**src/rtl/adc_decimator.sv**
```systemverilog
// Boxcar decimator: averages 2^Le A/B ADC samples into one AXI4-Stream word {B16, A16}.
// Result is registered on the edge consuming the frame's last sample; a result meeting a stalled word is dropped and counted.
module adc_decimator #(
   parameter int ADC_DATA_WIDTH = 14,
   parameter int MAX_LOG2_DEC   = 10,
   parameter int DROP_CNT_WIDTH = 16
) (
   input  logic                             adc_clk,
   input  logic                             adc_rstn,
   input  logic signed [ADC_DATA_WIDTH-1:0] adc_dat_a_i,
   input  logic signed [ADC_DATA_WIDTH-1:0] adc_dat_b_i,
   input  logic                             enable,
   input  logic [3:0]                       dec_log2,
   input  logic                             overrun_clr,
   output logic [31:0]                      m_axis_tdata,
   output logic                             m_axis_tvalid,
   input  logic                             m_axis_tready,
   output logic                             overrun,
   output logic [DROP_CNT_WIDTH-1:0]        drop_cnt
);

   localparam int ACC_W = ADC_DATA_WIDTH + MAX_LOG2_DEC;
   localparam int CNT_W = (MAX_LOG2_DEC > 0) ? MAX_LOG2_DEC : 1;
   localparam int LE_W  = (MAX_LOG2_DEC > 0) ? $clog2(MAX_LOG2_DEC + 1) : 1;
   localparam int PAD_W = 16 - ADC_DATA_WIDTH;

   typedef struct packed {
      logic [15:0] b;
      logic [15:0] a;
   } axis_word_t;

   logic [LE_W-1:0]                 le_eff;
   logic [LE_W-1:0]                 le_q;
   logic signed [ACC_W-1:0]         acc_a;
   logic signed [ACC_W-1:0]         acc_b;
   logic signed [ACC_W-1:0]         sum_a;
   logic signed [ACC_W-1:0]         sum_b;
   logic signed [ADC_DATA_WIDTH-1:0] res_a;
   logic signed [ADC_DATA_WIDTH-1:0] res_b;
   logic [CNT_W-1:0]                cnt;
   logic [CNT_W-1:0]                cnt_last;
   logic [CNT_W:0]                  frame_len;
   logic                            restart;
   logic                            frame_end;
   logic                            load_ok;
   logic                            drop;
   axis_word_t                      res_word;
   axis_word_t                      word_q;

   always_comb begin
      le_eff = LE_W'(dec_log2);
      if (int'(dec_log2) > MAX_LOG2_DEC)
         le_eff = LE_W'(MAX_LOG2_DEC);
   end

   // Current sample is folded into the sum so a frame closes with no gap cycle.
   always_comb begin
      sum_a     = acc_a + ACC_W'(adc_dat_a_i);
      sum_b     = acc_b + ACC_W'(adc_dat_b_i);
      res_a     = ADC_DATA_WIDTH'(sum_a >>> le_q);
      res_b     = ADC_DATA_WIDTH'(sum_b >>> le_q);
      frame_len = (CNT_W+1)'(1) << le_q;
      cnt_last  = CNT_W'(frame_len - (CNT_W+1)'(1));
      restart   = !enable || (le_eff != le_q);
      frame_end = !restart && (cnt == cnt_last);
      load_ok   = !m_axis_tvalid || m_axis_tready;
      drop      = frame_end && !load_ok;
      res_word.a = {{PAD_W{res_a[ADC_DATA_WIDTH-1]}}, res_a};
      res_word.b = {{PAD_W{res_b[ADC_DATA_WIDTH-1]}}, res_b};
   end

   always_ff @(posedge adc_clk) begin
      if (!adc_rstn) begin
         le_q          <= le_eff;
         acc_a         <= '0;
         acc_b         <= '0;
         cnt           <= '0;
         word_q        <= '0;
         m_axis_tvalid <= 1'b0;
         overrun       <= 1'b0;
         drop_cnt      <= '0;
      end else begin
         le_q <= le_eff;

         if (restart || frame_end) begin
            acc_a <= '0;
            acc_b <= '0;
            cnt   <= '0;
         end else begin
            acc_a <= sum_a;
            acc_b <= sum_b;
            cnt   <= cnt + CNT_W'(1);
         end

         if (frame_end && load_ok) begin
            word_q        <= res_word;
            m_axis_tvalid <= 1'b1;
         end else if (m_axis_tready) begin
            m_axis_tvalid <= 1'b0;
         end

         // A drop on the clearing edge still registers as the first drop.
         if (drop) begin
            overrun <= 1'b1;
            if (overrun_clr)
               drop_cnt <= DROP_CNT_WIDTH'(1);
            else if (!(&drop_cnt))
               drop_cnt <= drop_cnt + DROP_CNT_WIDTH'(1);
         end else if (overrun_clr) begin
            overrun  <= 1'b0;
            drop_cnt <= '0;
         end
      end
   end

   assign m_axis_tdata = word_q;

endmodule

```
**config.mk**
```make
export PLATFORM = sky130hd
export DESIGN_NAME = adc_decimator
export DESIGN_NICKNAME = d
export VERILOG_FILES = /design/src/rtl/adc_decimator.sv
export SDC_FILE = /design/constraint.sdc
export NUM_CORES = 1
export LEC_CHECK = 0
export CORE_UTILIZATION = 35
export DETAILED_ROUTE_END_ITERATION = 10
export PLACE_DENSITY_LB_ADDON = 0.05
export SYNTH_ARGS = -nofsm -noshare
export SYNTH_HDL_FRONTEND = slang
export SYNTH_SLANG_ARGS = --single-unit
```
**constraint.sdc**
```tcl
create_clock -name adc_clk -period 4.3 [get_ports adc_clk]
set_clock_uncertainty 0.2 [all_clocks]
set_input_delay 0.43 -clock adc_clk [delete_from_list [all_inputs] [get_ports adc_clk]]
set_output_delay 0.43 -clock adc_clk [all_outputs]
set_load 0.005 [all_outputs]
```
Word level (Yosys, flattened, before mapping)
Index checks and enable logic that the tools add are counted.
{ "op_classes": {"n_eq_ne": 3, "mux": 9, "order_cmp": 1, "n_addsub": 5, "bitwise_logic": 1, "reduce_logical": 15, "shifts": 3} }
{ "op_table": {"columns": ["op", "n"], "rows": [
  ["two-way mux 16 bit", 4],
  ["adder 24 x 14 -> 24 bit", 2],
  [">>> shifter 24 x 4 -> 14 bit", 2],
  ["adder 16 x 1 -> 16 bit, second input constant", 1],
  ["AND reduction 16 bit", 1],
  ["adder 10 x 1 -> 10 bit, second input constant", 1],
  ["== test 10 bit", 1],
  ["left shift 1 x 4 -> 10 bit, first input constant", 1],
  ["subtractor 10 x 1 -> 10 bit, second input constant", 1],
  ["greater-than comparator 4 bit, second input constant", 1],
  ["logical NOT 1 bit", 4],
  ["two-way mux 1 bit", 4],
  ["two-way mux 4 bit", 1],
  ["!= test 4 bit", 1],
  ["nonzero test 2 bit", 2],
  ["logical AND 1 bit", 3],
  ["logical OR 1 bit", 3],
  ["!= test 2 bit, second input constant", 1],
  ["AND reduction 2 bit", 1],
  ["OR reduction 2 bit", 1],
  ["inverter 1 bit", 1]
]} }
{ "word_totals": {"out_inout_bits": 50, "ff_bits": 108, "elab_cells": 46, "input_bits": 37} }

Longest topological paths before layout
Gate-level depths: netlist (run 1).
{ "depth": {"depth_word": 9, "depth_mapped": 20, "mapped_depth_nobuf": 13} }

Least setup slack after synthesis (run 1)
OpenSTA, ideal clock, no wires.
{ "synth_path": {"path_kind": "register to register", "start": "register le_q[0]", "end": "register word_q (netlist bit m_axis_tdata[12])", "required_time_ns": 3.983, "path_buffers": 6, "t_arrival_ns": 3.930, "setup_time_ns": 0.117, "setup_slack_ns": 0.053, "path_stages_with_launch": 20, "cell_sequence": "dfxtp_1 > buf_6 > clkbuf_1 > inv_1 > buf_1 > clkbuf_1 > nor2_1 > nand2_1 > ha_1 > clkbuf_1 > inv_1 > o31a_1 > a221oi_1 > nor2_1 > and4_1 > buf_2 > a31oi_1 > o221ai_1 > a2bb2oi_1 > a22o_1"} }
{ "synth_between": {"elab_chain_cells": 5, "elab_cells_between_ends": 9, "cone_classes": "add/sub: 1; eq/ne: 2; shift: 2; reduce/logical: 4"} }
{ "synth_rtl": {"columns": ["item", "line", "source"], "rows": [
  ["start, declared", "33", "logic [LE_W-1:0] le_q;"],
  ["start signal, assigned", "74", "le_q <= le_eff;"],
  ["start signal, assigned", "83", "le_q <= le_eff;"],
  ["left shift 1 x 4 -> 10 bit / != test 4 bit (equally long branches)", "62, 64", null],
  ["subtractor 10 x 1 -> 10 bit / logical OR 1 bit (equally long branches)", "63, 64", null],
  ["== test 10 bit / logical NOT 1 bit (equally long branches)", "65", "frame_end = !restart && (cnt == cnt_last);"],
  ["logical AND 1 bit", "65", null],
  ["logical AND 1 bit", "95", "if (frame_end && load_ok) begin"],
  ["end signal, assigned", "96", "word_q <= res_word;"],
  ["end, declared", "48", "axis_word_t word_q;"]
]} }
Several ways; a longest one is shown, not always the timed one.
A chain may end at the register's enable or synchronous reset.

Worst setup path after layout (run 1)
{ "layout_path": {"start": "register le_q[0]", "end": "register drop_cnt[15]"} }
{ "layout_between": {"elab_chain_cells": 7, "elab_cells_between_ends": 11, "cone_classes": "add/sub: 1; eq/ne: 2; shift: 1; mux: 1; reduce/logical: 6"} }
{ "layout_rtl": {"columns": ["item", "line", "source"], "rows": [
  ["left shift 1 x 4 -> 10 bit / != test 4 bit (equally long branches)", "62, 64", null],
  ["subtractor 10 x 1 -> 10 bit / logical OR 1 bit (equally long branches)", "63, 64", null],
  ["== test 10 bit / logical NOT 1 bit (equally long branches)", "65", null],
  ["logical AND 1 bit *", "65", null],
  ["logical AND 1 bit *", "67", "drop = frame_end && !load_ok;"],
  ["nonzero test 2 bit (no source line)", null, null],
  ["AND reduction 2 bit (no source line)", null, null],
  ["end signal, assigned", "108", "drop_cnt <= drop_cnt + DROP_CNT_WIDTH'(1);"],
  ["end, declared", "19", "output logic [DROP_CNT_WIDTH-1:0] drop_cnt"]
]} }
Mark *: on every way between the ends. The rest lies on a longest branch, timed or not.

==> results of run 1 <==
-- worst register-to-register path, delay by kind of cell, from the launching register on --
kind	cells	cell delay, ns
fa+ha+maj	1	0.31
flops	1	0.34
compound gates	3	0.77
xor+xnor	1	0.15
simple gates	6	1.93
-- worst paths after layout --
kind	start	endpoint	cells past startpoint
worst max-delay path	le_q[0]	drop_cnt[15]	11
worst min-delay path	overrun	overrun	2
worst max register to register	le_q[0]	drop_cnt[15]	11
worst min register to register	overrun	overrun	2
-- cells by family after synthesis --
logic type	count (synthesis)
muxes	44
and+or+nand+nor	399
buffers and inverters	98
xor gates and xnor gates	74
DFF	108
AOI/OAI and AO/OA	327
adders and majority gates	51
-- cell usage in the layout, fill, tap and decap left out, types with 7 or more instances in the layout --
cell type,synthesis,routed
mux2i_1,27,27
a221oi_1,7,7
a31oi_1,14,14
a22o_1,8,8
ha_1,49,49
a21oi_1,80,80
mux4_2,11,11
o211ai_1,17,17
nor2b_1,19,19
inv_1,23,22
o21ai_1,11,11
nor4_1,8,8
nor2_1,141,141
nand4_1,15,15
nor3_1,20,20
and3_1,10,10
nand2b_1,8,8
o31ai_1,8,8
nand2_1,87,87
o21ai_0,52,52
and2_1,16,16
a21o_1,18,18
o21a_1,8,8
dfxtp_1,108,105
xor2_1,31,31
xnor2_1,43,43
a211oi_1,27,27
clkdlybuf4s50_1,0,86
clkbuf_16,0,9
buf_4,7,45
nand3_1,39,39
nor3_2,7,7
-- flip-flops by register name (all words and copies together), names as in the netlist --
name and cells:
m_axis_tdata 28, cnt 10, drop_cnt 16, overrun 1
acc_b 24, acc_a 24, m_axis_tvalid 1, le_q 4
-- layer usage --
layer | vias to the layer above | global-route usage
li1 | 4191 | -
met1 | 3920 | 0.283
met2 | 191 | 0.384
met3 | 36 | 0.0276
met4 | 0 | 0.0691
met5 | - | 0
-- final cells by class --
| cell class | count | area, um^2 | area share |
|---|---|---|---|
| timing repair buffer | 131 | 1200 | 0.117 |
| clock buffer | 9 | 225 | 0.0219 |
| multi-input combinational | 895 | 6090 | 0.593 |
| clock inverter | 7 | 83.8 | 0.00817 |
| tap | 324 | 405 | 0.0395 |
| inverter | 25 | 93.8 | 0.00914 |
| sequential | 108 | 2170 | 0.211 |
-- power by group --
part / internal (mW) / leakage [nW] / switching [mW]
Combinational: 0.240 / 2.99 / 0.354
Clock: 0.466 / 0.154 / 0.459
Sequential: 1.01 / 0.872 / 0.00422
-- per-stage QoR --
step           hold slack [ns]  total power [mW]
6_report                 0.298              2.53
5_1_grt                  0.325              2.64
4_1_cts                  0.292              2.56
3_5_place_dp             0.278              1.63
3_3_place_gp             0.268              1.63
2_1_floorplan            0.237              1.43
==> results.toml, run 1 <==
[worst_setup_path]
rrSetupSlack_ns = 0.47
critPathRequiredTime_ns = 4.34
cp-end-kind = "flip-flop"
cp_max_fo = 10
slowest_stage = "or3_1"
arrival_ns = 3.86
cp-start-kind = "flip-flop"
critPathKind = "flip-flop to flip-flop"
cpPeakStageDelay_ns = 0.62
cp_top_family = "simple AND/OR/NAND/NOR gates"
worstPathCellList = "or4_4 -> ha_1 -> nor4_1 -> o21ai_0 -> a21boi_0 -> o211a_4 -> nand3_4 -> or3_1 -> nor4_4 -> xnor2_1 -> nor2_1"
crit_buf_inv = 0

[job]
cap_viol_max_count = 0

[timing]
max_freq_ghz = 0.261
finalCritPeriodShare = 0.890
min_period_ns = 3.83
hold_viol = 0
finalSetupTns_ns = 0
setup_slack_ns = 0.474
max_slew_margin = 0.453
worst_pin_slew_ns = 0.821
rsz0062_at_grt = "false"
setup_violations = 0
drv_slew = 0

[layout]
fin_nets = 1258
drive_gt1_frac = 0.0945
instances_no_fill = 1499
fin_util = 0.422
fin_area_um2 = 10300
fillers = 2574
diodes = 0
syn_to_final_growth_pct = 18.3

[clocking]
cts-root-buf = "clkbuf_16"
cts_buffer_depth = 2
numClockSinks = 108
cts_tree = "done"
cts_hold_buf = 0
post_cts_resized = 0
post_cts_buffers = 0
htreeDepth = 3
cts_made_buffers = 9
clock_latency_ns = 0.37
clk_pin_slew_ns = 0.08

[routing]
dr.max_layer_used = "met4"
ant_nets = 0
first_iter_violations = 548
wl_met2_um = 13500
met3_length_um = 1020
drt_pre_antenna_iters = 5
wl_met1_um = 12600
routed_via_density = 5.56
remaining_drc_errors = 0
vias = 8338
wl_per_cell_um = 18.5
totalWireLength_um = 27800

[grt]
overflow = 0
antenna_found_initial = 0
grt_use_total = 0.221
grt_pass1_vias = 8201
grt_max_degree = 76
grt_pass1_wl_um = 44800

[synthesis]
ys_seq_elements = 108
synth_compound_area_frac = 0.255
synth_top_family_by_area = "compound AO/OA/AOI/OAI gates"
synthCells = 1101
netlist_area_um2 = 8670
yosysWarnings = 0
synth_area_leaders = "dfxtp_1 25%, ha_1 7.1%, nor2_1 6.1%"
ys.flop_type = "dfxtp_1"
synth_top_area_share = 0.249
synth_adder_area_share = 0.0753
ys_types = 85
syn_avg_cell_area_um2 = 7.88
syn_nets = 1189
synth_edf_count = 0
synthMuxAreaShare = 0.0675
synthTopCellsByCount = "141 x nor2_1, 108 x dfxtp_1, 87 x nand2_1, 80 x a21oi_1, 52 x o21ai_0"
async_reset_ff_frac = 0
synth_xor_area_frac = 0.0747
synth_largest_area_cell = "dfxtp_1"
synth-simple-area-share = 0.229
synth.most_common_cell = "nor2_1"
ys_seq_area_frac = 0.249

[placed_design]
preCtsSetupSlack_ns = 0.144
place_area_um2 = 9960
gp_congestion = 0.868
port_buffers = 86
dp_hpwl_um = 20800
dp.cells = 1483

[floorplanning]
core_area_um2 = 24300
ios = 87
fp.dieH_um = 159
rows = 57
die_area_um2 = 25400
initial_core_util = 0.357
die_w_um = 159

[min_path]
hp-class = "flip-flop to flip-flop"

[power]
p_per_area_nw_per_um2 = 247
p_leak_nw = 4.02
irDropWorstVdd_mv = 0.211

[status]
status = "complete, no violations"
No activity file was read; power rests on OpenSTA's default activity.
==> inputs of run 2 (changes only) <==
ABC_AREA = 1   (was default)
==> run 2 against run 1 <==
Against the previous run:
- first-iteration DRC count rose by 18%
- global-route usage rose by 0.78 points
- worst hold slack got worse by 0.026 ns
- combinational power fell by 5.6%
- die area rose by 5.9%
- critical path type unchanged
- sequential cell count did not move
- fmax rose by 10%
- register-to-register slack improved by 0.36 ns
==> results.toml, run 2 <==
[status]
status = "complete, no violations"

[floorplanning]
die_area_um2 = 26900
core_area_um2 = 25500
initial_core_util = 0.361
fp.dieH_um = 164
ios = 87
rows = 58
die_w_um = 164

[layout]
instances_no_fill = 1981
fin_area_um2 = 10700
fin_util = 0.419
largest_reg_flops = 28
drive_gt1_frac = 0.0345
fin_nets = 1734
syn_to_final_growth_pct = 16.0
mostFrequentLayoutCells = "488 x nand2_1, 253 x nand3_1, 200 x inv_1"
diodes = 0
mostFrequentLayoutCell = "nand2_1"

[worst_setup_path]
critPathKind = "flip-flop to flip-flop"
cpPeakStageDelay_ns = 0.70
crit_buf_inv = 3
cp_common_cell = "nand2_1"
worstPathCellList = "clkinv_1 -> nor2_1 -> nand2_1 -> ha_1 -> xnor2_1 -> nor3_1 -> nand4_1 -> nor2_2 -> nand4_1 -> nor2_2 -> buf_4 -> inv_2 -> nand2_1 -> nand2_1 -> nand2_1 -> nor2_1"
cp-start-kind = "flip-flop"
reg2regPathDepth = 16
arrival_ns = 3.53
cp_max_fo = 30
worst-path-stages = 16
cp_top_family = "simple AND/OR/NAND/NOR gates"
slowest_stage = "dfxtp_2"
critPathRequiredTime_ns = 4.36
cp-end-kind = "flip-flop"

[routing]
wl_per_cell_um = 15.0
ant_nets = 0
totalWireLength_um = 29700
drt_pre_antenna_iters = 5
first_iter_violations = 649
remaining_drc_errors = 0
routed_via_density = 5.07
vias = 10000

[synthesis]
syn_nets = 1676
synthMuxAreaShare = 0
synth_top_family_by_area = "simple AND/OR/NAND/NOR gates"
ys_seq_area_frac = 0.235
synth_top_area_share = 0.235
synth_compound_area_frac = 0.0955
synth_xor_area_frac = 0.0333
ys.flop_type = "dfxtp_1"
synth_edf_count = 0
async_reset_ff_frac = 0
synth.most_common_cell = "nand2_1"
synth_area_leaders = "dfxtp_1 24%, nand2_1 20%, nand3_1 14%"
synthCells = 1588
syn_avg_cell_area_um2 = 5.79
ys_seq_elements = 108
yosysWarnings = 0
synth_adder_area_share = 0.0710
synthTopCellsByCount = "488 x nand2_1, 254 x nand3_1, 200 x inv_1, 156 x nor2_1, 108 x dfxtp_1"
synth_largest_area_cell = "dfxtp_1"
synth-simple-area-share = 0.454
ys_types = 40
netlist_area_um2 = 9200

[placed_design]
dp.cells = 1965
port_buffers = 86
preCtsSetupSlack_ns = 0.585
gp_congestion = 0.862
dp_hpwl_um = 23700
place_area_um2 = 10400

[timing]
drv_slew = 0
whs_ns = 0.272
rsz0062_at_grt = "false"
min_period_ns = 3.47
finalSetupTns_ns = 0
finalCritPeriodShare = 0.806
worst_pin_slew_ns = 0.690
setup_violations = 0
max_slew_margin = 0.539
hold_viol = 0
setup_slack_ns = 0.832
max_freq_ghz = 0.288

[grt]
busiest_layer = "met2"
grt_max_degree = 59
grt_pass1_vias = 9541
met1_usage = 0.284
gr-usage-met2 = 0.400
antenna_found_initial = 0
grt_use_total = 0.229
overflow = 0
grt_pass1_wl_um = 48100
grt_use_met3 = 0.0240

[clocking]
cts-root-buf = "clkbuf_16"
clock_latency_ns = 0.37
cts_hold_buf = 0
post_cts_buffers = 0
cts_made_buffers = 9
numClockSinks = 108
cts_buffer_depth = 2
htreeDepth = 3
cts_tree = "done"
post_cts_resized = 0
clk_pin_slew_ns = 0.08

[power]
p_leak_nw = 5.27
irDropWorstVdd_mv = 0.187
p_total_mw = 2.46
p_per_area_nw_per_um2 = 231

[min_path]
hp-class = "flip-flop to flip-flop"
worstHoldPathCells = 2

[job]
cap_viol_max_count = 0
run 2: cells by family (layout without fill, tap and decap cells):
kind of cell / after synthesis / in the layout
XOR/XNOR: 35 / 35
AND/OR/NAND/NOR: 973 / 973
adder cells (fa/ha/maj): 51 / 51
buffers and inverters: 261 / 324
AO/OA/AOI/OAI: 160 / 160
flip-flops: 108 / 108
run 2: routing by layer:
layer	share of wire	vias up	wire, um
met5	0	-	0
met2	0.48	214	14200
met1	0.45	4537	13500
met4	0.035	0	1030
met3	0.032	56	937
li1	-	5240	-
run 2: power breakdown:
part | internal (mW) | switching, mW | total [mW] | leakage [nW]
clock network | 0.425 | 0.453 | 0.878 | 0.147
logic | 0.195 | 0.366 | 0.561 | 4.25
registers | 1.01 | 0.0147 | 1.02 | 0.872
run 2: area by class of cell:
cell class                 count  area [um^2]
sequential                   108         2160
inverter                     207          777
fill                        2833        14800
multi-input combinational   1219         6020
timing repair buffer         101          998
clock buffer                  10          239
tap                          330          413
clock inverter                 6         60.1
run 2: worst register-to-register path, stage by stage, from the launching register on:
cell and delay (ns):
dfxtp_2 0.70, clkinv_1 0.17, nor2_1 0.15, nand2_1 0.07
ha_1 0.29, xnor2_1 0.12, nor3_1 0.26, nand4_1 0.16
nor2_2 0.16, nand4_1 0.21, nor2_2 0.14, buf_4 0.23
inv_2 0.16, nand2_1 0.17, nand2_1 0.07, nand2_1 0.05
nor2_1 0.05
run 2: worst paths after layout:
| check | startpoint | to | slack (ns) |
|---|---|---|---|
| setup / recovery | le_q[0] | drop_cnt[11] | 0.83 |
| setup reg to reg | le_q[0] | drop_cnt[11] | 0.83 |
| hold / removal | overrun | overrun | 0.27 |
| hold reg to reg | overrun | overrun | 0.27 |
